--- config.mk ---
export PLATFORM = sky130hd
export DESIGN_NAME = relu_maxpool_stream
export DESIGN_NICKNAME = d
export VERILOG_FILES = /design/src/rtl/cnn_pkg.sv /design/src/rtl/relu_pool_fifo.sv /design/src/rtl/relu_maxpool_stream.sv
export SDC_FILE = /design/constraint.sdc
export NUM_CORES = 1
export LEC_CHECK = 0
export ABC_CLOCK_PERIOD_IN_PS = 3100
export CORE_ASPECT_RATIO = 0.5
export CORE_MARGIN = 2
export CORE_UTILIZATION = 50
export CTS_BUF_LIST = sky130_fd_sc_hd__clkbuf_8
export DETAILED_ROUTE_END_ITERATION = 7
export GPL_TIMING_DRIVEN = 0
export PLACE_DENSITY = 0.73
export REMOVE_ABC_BUFFERS = 1
export SYNTH_ARGS = -nofsm -noshare
export SYNTH_HDL_FRONTEND = slang
export SYNTH_SLANG_ARGS = --single-unit
--- constraint.sdc ---
create_clock -name clk -period 3.1 [get_ports clk]
set_input_delay 0.31 -clock clk [delete_from_list [all_inputs] [get_ports clk]]
set_output_delay 0.31 -clock clk [all_outputs]
set_load 0.05 [all_outputs]
--- src/rtl/cnn_pkg.sv ---
// Types and helpers shared by the CNN stream stages.
package cnn_pkg;

  localparam int unsigned WIDTH = 16;

  typedef logic signed [WIDTH-1:0] sample_t;

  function automatic sample_t relu(input sample_t x);
    return x[WIDTH-1] ? '0 : x;
  endfunction

endpackage

--- src/rtl/relu_pool_fifo.sv ---
// Synchronous FIFO with full/empty flags; the head entry is read straight from storage flops.
module relu_pool_fifo #(
  parameter int unsigned W     = 17,
  parameter int unsigned DEPTH = 4
) (
  input  logic         clk,
  input  logic         reset,
  input  logic         push,
  input  logic [W-1:0] push_data,
  output logic         full,
  input  logic         pop,
  output logic [W-1:0] pop_data,
  output logic         empty
);

  localparam int unsigned AW = (DEPTH > 1) ? $clog2(DEPTH) : 1;

  if ((DEPTH < 2) || ((DEPTH & (DEPTH - 1)) != 0)) begin : g_bad_depth
    $error("relu_pool_fifo: DEPTH must be a power of two >= 2");
  end

  logic [W-1:0]  mem [DEPTH];
  logic [AW-1:0] wr_ptr, rd_ptr;
  logic [AW:0]   count;
  logic          push_ok, pop_ok;

  assign full     = (count == (AW+1)'(DEPTH));
  assign empty    = (count == '0);
  // A push into a full FIFO is refused even if a pop happens in the same cycle.
  assign push_ok  = push && !full;
  assign pop_ok   = pop && !empty;
  assign pop_data = mem[rd_ptr];

  always_ff @(posedge clk or posedge reset) begin
    if (reset) begin
      for (int i = 0; i < DEPTH; i++) begin
        mem[i] <= '0;
      end
      wr_ptr <= '0;
      rd_ptr <= '0;
      count  <= '0;
    end else begin
      if (push_ok) begin
        mem[wr_ptr] <= push_data;
        wr_ptr      <= wr_ptr + 1'b1;
      end
      if (pop_ok) begin
        rd_ptr <= rd_ptr + 1'b1;
      end
      count <= count + (AW+1)'(push_ok) - (AW+1)'(pop_ok);
    end
  end

endmodule

--- src/rtl/relu_maxpool_stream.sv ---
// ReLU followed by non-overlapping 1-D max-pooling over a streamed conv output vector,
// buffered in a small FIFO and forwarded on a valid/ready stream with an end-of-vector flag.
module relu_maxpool_stream
  import cnn_pkg::*;
#(
  parameter int unsigned WIDTH  = cnn_pkg::WIDTH,
  parameter int unsigned LENIN  = 24,
  parameter int unsigned POOL   = 2,
  parameter int unsigned DEPTH  = 4,
  parameter int unsigned LOGLEN = 5
) (
  input  logic             clk,
  input  logic             reset,
  input  logic [WIDTH-1:0] s_data_in_x,
  input  logic             s_valid_x,
  output logic             s_ready_x,
  output logic [WIDTH-1:0] m_data_out_y,
  output logic             m_valid_y,
  input  logic             m_ready_y,
  output logic             m_last_y
);

  localparam int unsigned LENOUT = LENIN / POOL;

  if ((POOL == 0) || (LENIN % POOL != 0)) begin : g_bad_pool
    $error("relu_maxpool_stream: LENIN must be a multiple of POOL");
  end
  if ((64'd1 << LOGLEN) < 64'(LENIN)) begin : g_bad_loglen
    $error("relu_maxpool_stream: LOGLEN too small for LENIN");
  end

  logic [LOGLEN-1:0]       pool_cnt, out_cnt;
  logic signed [WIDTH-1:0] run_max, relu_x, new_max;
  logic                    completing, last_out, xfer, push, fifo_full, fifo_empty;
  logic [WIDTH:0]          head;

  if (WIDTH == cnn_pkg::WIDTH) begin : g_pkg_relu
    assign relu_x = relu(sample_t'(s_data_in_x));
  end else begin : g_local_relu
    assign relu_x = s_data_in_x[WIDTH-1] ? '0 : $signed(s_data_in_x);
  end

  assign completing = (pool_cnt == LOGLEN'(POOL - 1));
  assign last_out   = (out_cnt == LOGLEN'(LENOUT - 1));

  // Depends only on registered state, so m_ready_y never reaches s_ready_x combinationally.
  assign s_ready_x = !completing || !fifo_full;
  assign xfer      = s_valid_x && s_ready_x;
  assign push      = xfer && completing;

  // The pushed value must include the sample arriving with the push.
  always_comb begin
    new_max = relu_x;
    if ((pool_cnt != '0) && (run_max > relu_x)) begin
      new_max = run_max;
    end
  end

  always_ff @(posedge clk or posedge reset) begin
    if (reset) begin
      pool_cnt <= '0;
      out_cnt  <= '0;
      run_max  <= '0;
    end else if (xfer) begin
      run_max  <= new_max;
      pool_cnt <= completing ? '0 : pool_cnt + 1'b1;
      if (completing) begin
        out_cnt <= last_out ? '0 : out_cnt + 1'b1;
      end
    end
  end

  relu_pool_fifo #(
    .W     (WIDTH + 1),
    .DEPTH (DEPTH)
  ) u_fifo (
    .clk       (clk),
    .reset     (reset),
    .push      (push),
    .push_data ({new_max, last_out}),
    .full      (fifo_full),
    .pop       (m_ready_y),
    .pop_data  (head),
    .empty     (fifo_empty)
  );

  assign m_valid_y    = !fifo_empty;
  assign m_data_out_y = head[WIDTH:1];
  assign m_last_y     = head[0];

endmodule

==> flow_summary_export.csv, run 1 <==
group,metric,value,unit
synth,syn-cell-area,4992,µm²
routing,drt.antenna.violating_nets,0,
sta,setup_violations,0,
power_and_ir_drop,p_sw_share,43.50,%
clock_tree,clock-sinks,101,
clock_tree,post_cts_buffers,0,
sta,max_freq,341.9,MHz
global_route,grt_first_pass_wirelength,17270,µm
cells_and_area,nets,537,
cells_and_area,n_antenna_cell,0,
power_and_ir_drop,power_density,1140,nW/µm²
power_and_ir_drop,p_sw,0.002819,W
global_route,antenna_found_initial,0,
routing,firstDrtPassIters,4,
routing,drc_errors,0,
floorplan,num_rows,25,
power_and_ir_drop,vdd_drop_max,0.4051,mV
sta,slew_viol_final,0,
synth,synth_compound_area_share,14.34,%
cells_and_area,regArea,2529,µm²
sta,fin_setup_tns,0,ps
clock_tree,numCtsBuffers,9,
setup_path,slowest_stage,"dfrtp_1",
cells_and_area,multi_input_area,2312,µm²
floorplan,die_w,145.3,µm
cells_and_area,mostFrequentLayoutCell,"dfrtp_1",
cells_and_area,nFillCells,839,
cells_and_area,fin_util,59.37,%
clock_tree,htreeDepth,3,
sta,fin_skew,17.46,ps
status,status,"complete, no violations",
power_and_ir_drop,p_int,0.003661,W
power_and_ir_drop,comb_power_share,50.3,%
cells_and_area,final_cell_mix,"100 x dfrtp_1, 64 x nor2_1, 60 x a31oi_1",
setup_path,worst_ep_arrival_time,2610,ps
synth,synthArstFlopShare,100.0,%
hold_path,hold_path_class,"in2async",
placement,place_ws,-561.7,ps
cells_and_area,layout.cells.non_filler,631,
placement,dp_hpwl,6546,µm
sta,layout_min_cycle_time,2925,ps
setup_path,crit_type,"reg2out",
power_and_ir_drop,power.share.clock,12.7,%
synth,synth-xor-area-share,1.579,%
power_and_ir_drop,seqPwrFrac,37.0,%
setup_path,path_buf_inv,1,
sta,finalCritPeriodShare,94.34,%
routing,wl_per_cell,16.26,µm
clock_tree,hold_buffers,0,
synth,synth_top_family_by_area,"simple AND/OR/NAND/NOR gates",
setup_path,path_delay_family,"flip-flops",
cells_and_area,layout-drive-gt1-share,11.90,%
cells_and_area,syn2layout_area_growth,13.83,%
global_route,grt_pass1_vias,3599,
synth,syn_avg_cell_area,10.67,µm²
floorplan,start_util,52.16,%
synth,ys_seq_elements,101,
floorplan,dieArea,10850,µm²
floorplan,die_h,74.66,µm
synth,synth-simple-area-share,14.94,%
sta,finalHoldViolations,0,
setup_path,crit_path_end_kind,"primary output",
placement,dp.cells,614,
synth,ys_seq_area_share,50.63,%
job,drv_cap,0,
setup_path,path_cells,"mux4_2 -> clkdlybuf4s50_1",
setup_path,cp_max_fo,18,
sta,relSlewSlack,29.49,%
routing,totalWireLength,10260,µm
sta,setup_slack,175.5,ps
placement,finalWeightedCongestion,0.7754,
clock_tree,cts_tree,"built",
synth,synthMuxAreaShare,8.170,%
synth,syn_inst,468,
placement,io_buffer_count,38,
synth,synth_cell_types,40,
power_and_ir_drop,finalPower,0.006480,W
global_route,grt_overflow,0,
routing,via_per_inst,5.748,
synth,synth_adder_area_share,6.667,%
clock_tree,clockRootBuffer,"clkbuf_8",
clock_tree,clock_path_buffers,2,
sta,worstMarginPinSlew,1058,ps
synth,synth-main-ff-cell,"dfrtp_1",
synth,synth_edf_count,0,
power_and_ir_drop,p_leak,2.396,nW
routing,drtIter0Drc,213,
floorplan,coreArea,9572,µm²
global_route,grt_use_total,20.45,%
global_route,grt_max_degree,54,
setup_path,cp-start-kind,"flop",
clock_tree,path_clk_slew,100,ps
setup_path,crit_required,2790,ps
routing,vias,3627,
synth,yosysWarnings,0,
setup_path,cpPeakStageDelay,1050,ps
sta,rsz0062_at_grt,"no",
clock_tree,clk_latency,380,ps
floorplan,pin_count,39,
-- flip-flops by register name, summed over array words and instances, names as in the netlist --
signal / count
u_fifo.mem: 68
run_max: 16
out_cnt: 5
pool_cnt: 5
u_fifo.count: 3
u_fifo.rd_ptr: 2
u_fifo.wr_ptr: 2
-- through the flow --
step           hold WS, ps  instance area (µm²)
2_1_floorplan        438.5                 4853
3_3_place_gp         457.2                 5403
3_5_place_dp         459.6                 5469
4_1_cts              407.8                 5682
5_1_grt              449.0                 5683
6_report             383.1                 5683
-- path summary, 6_finish.rpt --
path	cells after the start	start	endpoint	slack (ps)
max in group asynchronous	3	reset	u_fifo.rd_ptr[0]$_DFFE_PP0P_	2000
hold / removal	2	reset	u_fifo.mem[41]$_DFFE_PP0P_	380
hold reg to reg	1	out_cnt[4]$_DFFE_PP0N_	out_cnt[4]$_DFFE_PP0N_	470
setup reg to reg	6	pool_cnt[2]$_DFFE_PP0N_	u_fifo.mem[55]$_DFFE_PP0P_	360
setup / recovery	2	u_fifo.rd_ptr[1]$_DFFE_PP0P_	m_data_out_y[14]	180
min in group clk	1	out_cnt[4]$_DFFE_PP0N_	out_cnt[4]$_DFFE_PP0N_	470
-- worst reg2reg max path, stage by stage (launching register included) --
cell	delay [ps]
dfrtp_1	420
nor3_1	410
and2_1	230
and3_1	620
and2_2	700
nor2_1	100
a31oi_1	190
-- Yosys cell counts (all sizes together), types with 14 or more instances --
library cell | instances | area (µm²)
ha | 25 | 312.8
clkbuf | 17 | 63.81
or2 | 14 | 87.58
o31ai | 14 | 105.1
nor2 | 64 | 240.2
mux4 | 17 | 382.9
dfrtp | 101 | 2527
nand2b | 15 | 93.84
a31oi | 61 | 387.9
o21ai | 24 | 120.1
nand2 | 35 | 131.4
-- area by class of cell --
class / instances / area share (%)
clock inverter: 7 / 1.189
clock buffer: 9 / 2.180
multi-input combinational: 327 / 40.69
inverter: 12 / 0.8366
timing repair buffer: 40 / 7.640
sequential: 101 / 44.50
tap: 135 / 2.972
-- kinds of logic (layout without fill, tap and decap cells) --
group,Yosys count,in the layout
AO/OA/AOI/OAI,113,114
XOR/XNOR,9,9
adder cells (fa/ha/maj),26,26
buffers and inverters,41,68
flip-flops,101,101
multiplexers,19,19
AND/OR/NAND/NOR,159,159
-- metal layers --
metal  track usage, %  part of all wire (%)  wire length [µm]
met5                0                     0                 0
met4            6.972                   1.2               127
met3            5.273                   4.7               486
met2            34.81                    47              4863
met1            26.47                    47              4782
-- power groups by stage --
stage	Combinational [W]	Sequential, W	Clock [W]
2_1_floorplan	0.00239	0.00226	0
3_3_place_gp	0.00305	0.00239	0
3_5_place_dp	0.00323	0.00243	0
4_1_cts	0.00327	0.00240	0.000838
5_1_grt	0.00355	0.00249	0.000888
6_report	0.00326	0.00240	0.000822
-- what timing repair did --
action,4_1_cts,5_1_grt
pin swaps,1,0
gates cloned,1,0
resized for setup,6,1
endpoints found under the hold margin,0,0
setup endpoints to repair,60,15
(Power assumes the default switching activity.)
==> run 2, diff against run 1 <==
- SLEW_MARGIN: not set -> 0
==> results of run 2 <==
Same layout as run 1: the final DEF is identical, and so are final timing and power.
==> run 3, diff against run 2 <==
- CAP_MARGIN: not set -> 20
==> run 3 against run 2 <==
Net effect:
- first-iteration DRC count down 20%
- sequential share of layout area down 1.0 points
- combinational power up 3%
- design area up 2.3%
- highest routed layer unchanged
- critical endpoint unchanged
- routed wire length up 0.28%
- worst setup slack better by 22 ps
- die area unchanged
- clock skew down 4.5 ps
- via count up 0.39%
==> flow_summary_export.csv, run 3 (synthesis results as in run 1) <==
group,metric,value,unit
status,status,"complete, no violations",
power_and_ir_drop,comb_power_share,50.7,%
clock_tree,path_clk_slew,100,ps
power_and_ir_drop,p_leak,2.457,nW
power_and_ir_drop,p_int,0.003794,W
power_and_ir_drop,p_sw_share,42.57,%
sta,finalCritPeriodShare,93.63,%
clock_tree,clock_path_buffers,2,
cells_and_area,regMostFlops,"u_fifo.mem",
cells_and_area,nets,543,
clock_tree,numCtsBuffers,9,
cells_and_area,final_cell_mix,"100 x dfrtp_1, 64 x nor2_1, 60 x a31oi_1",
global_route,grt_use_total,19.97,%
placement,io_buffer_count,38,
power_and_ir_drop,power.share.clock,13.5,%
placement,finalWeightedCongestion,0.7754,
floorplan,dieArea,10850,µm²
routing,vias,3641,
routing,wl_per_cell,16.15,µm
setup_path,cp_max_fo,18,
setup_path,r2r-start,"pool_cnt[2]$_DFFE_PP0N_",
clock_tree,cts_tree,"built",
power_and_ir_drop,seqPwrFrac,35.8,%
global_route,grt_overflow,0,
global_route,grt_first_pass_wirelength,16930,µm
placement,dp_hpwl,6634,µm
setup_path,worst_ep_arrival_time,2590,ps
sta,rsz0062_at_grt,"no",
cells_and_area,n_antenna_cell,0,
power_and_ir_drop,p_sw,0.002812,W
routing,totalWireLength,10290,µm
setup_path,worstReg2RegEnd,"u_fifo.mem[44]$_DFFE_PP0P_",
routing,drc_errors,0,
cells_and_area,syn2layout_area_growth,16.44,%
hold_path,hold_path_class,"in2async",
clock_tree,clock-sinks,101,
global_route,antenna_found_initial,0,
floorplan,die_h,74.66,µm
floorplan,num_rows,25,
cells_and_area,largest_reg_flops,68,
setup_path,r2r.worst_path.cells,7,
sta,layout_min_cycle_time,2903,ps
setup_path,crit_path_end_kind,"primary output",
setup_path,cp-start-kind,"flop",
clock_tree,clockRootBuffer,"clkbuf_8",
sta,max_freq,344.5,MHz
sta,fin_skew,12.96,ps
clock_tree,htreeDepth,3,
global_route,grt_pass1_vias,3532,
clock_tree,clk_latency,360,ps
sta,relSlewSlack,30.83,%
cells_and_area,mostFrequentLayoutCell,"dfrtp_1",
power_and_ir_drop,vdd_drop_max,0.4304,mV
setup_path,crit_type,"reg2out",
routing,via_per_inst,5.716,
sta,worstMarginPinSlew,1038,ps
sta,slew_viol_final,0,
setup_path,crit_required,2790,ps
cells_and_area,largestRegisters,"u_fifo.mem (68), run_max (16)",
floorplan,pin_count,39,
routing,firstDrtPassIters,5,
routing,drtIter0Drc,170,
sta,setup_violations,0,
cells_and_area,layout-drive-gt1-share,12.15,%
sta,fin_setup_tns,0,ps
floorplan,start_util,52.16,%
sta,finalHoldViolations,0,
power_and_ir_drop,finalPower,0.006607,W
global_route,grt_max_degree,54,
job,drv_cap,0,
setup_path,r2r_setup_slack,310,ps
routing,drt.antenna.violating_nets,0,
floorplan,coreArea,9572,µm²
cells_and_area,fin_util,60.73,%
power_and_ir_drop,power_density,1137,nW/µm²
floorplan,die_w,145.3,µm
==> run 3: cell count changes in the layout (fill, tap and decap cells not counted), moves of 2 or more <==
cell / change
and2_1: +4
and2_2: -4
buf_16: +2
buf_8: +3
==> run 3: metal layers <==
layer	share of wire, %	wire length [µm]	track usage [%]	up-vias
li1	-	-	-	1756
met2	48	4901	33.81	49
met5	0	0	0	-
met3	3.1	321	4.667	13
met4	1.3	130	5.991	0
met1	48	4935	26.59	1823
==> run 3: area by class of cell <==
| type | count | area (µm²) |
|---|---|---|
| timing repair buffer | 46 | 545.5 |
| inverter | 12 | 47.55 |
| clock buffer | 9 | 123.9 |
| tap | 135 | 168.9 |
| fill | 793 | 3759 |
| sequential | 101 | 2529 |
| multi-input combinational | 327 | 2307 |
| clock inverter | 7 | 91.34 |
==> run 3: repair_timing <==
action,in CTS,in global routing
cloned,1,0
pin swaps,1,0
buffers inserted,1,0
endpoints found under the setup margin,39,17
resized for setup,2,1
hold buffers,0,0
hold endpoints to repair,0,0
==> run 3: power by group through the flow <==
stage | registers, W | logic (W) | clock network [W]
finish | 0.00236 | 0.00335 | 0.000891
global route | 0.00245 | 0.00365 | 0.000970
CTS | 0.00237 | 0.00335 | 0.000912
detailed placement | 0.00239 | 0.00328 | 0
global placement | 0.00239 | 0.00305 | 0
floorplan | 0.00226 | 0.00239 | 0
==> run 3: how the worst max path moves through the flow <==
stage,from,to,cells after the start,slack [ps]
floorplan,s_data_in_x[15],run_max[0]$_DFFE_PP0N_,8,-20
global placement,s_data_in_x[15],u_fifo.mem[18]$_DFFE_PP0P_,9,-1510
detailed placement,s_data_in_x[15],run_max[0]$_DFFE_PP0N_,9,-550
CTS,pool_cnt[2]$_DFFE_PP0N_,u_fifo.mem[40]$_DFFE_PP0P_,6,20
global route,pool_cnt[2]$_DFFE_PP0N_,u_fifo.mem[38]$_DFFE_PP0P_,7,90
finish,u_fifo.rd_ptr[1]$_DFFE_PP0P_,m_data_out_y[14],2,200
==> run 3: metrics by stage <==
stage | instances | hold WS, ps | instance area, µm² | setup slack (ps)
6_report | 637 | 408.9 | 5813 | 197.4
5_1_grt | 637 | 448.9 | 5813 | 90.52
4_1_cts | 633 | 413.4 | 5725 | 15.25
3_3_place_gp | 612 | 457.2 | 5403 | -1515
2_1_floorplan | 439 | 438.5 | 4853 | -18.18
3_5_place_dp | 615 | 459.6 | 5484 | -553.5
==> run 3: critical path: stages, from the launching register on <==
cell,delay [ps]
dfrtp_1,1040
mux4_2,390
clkdlybuf4s50_1,810
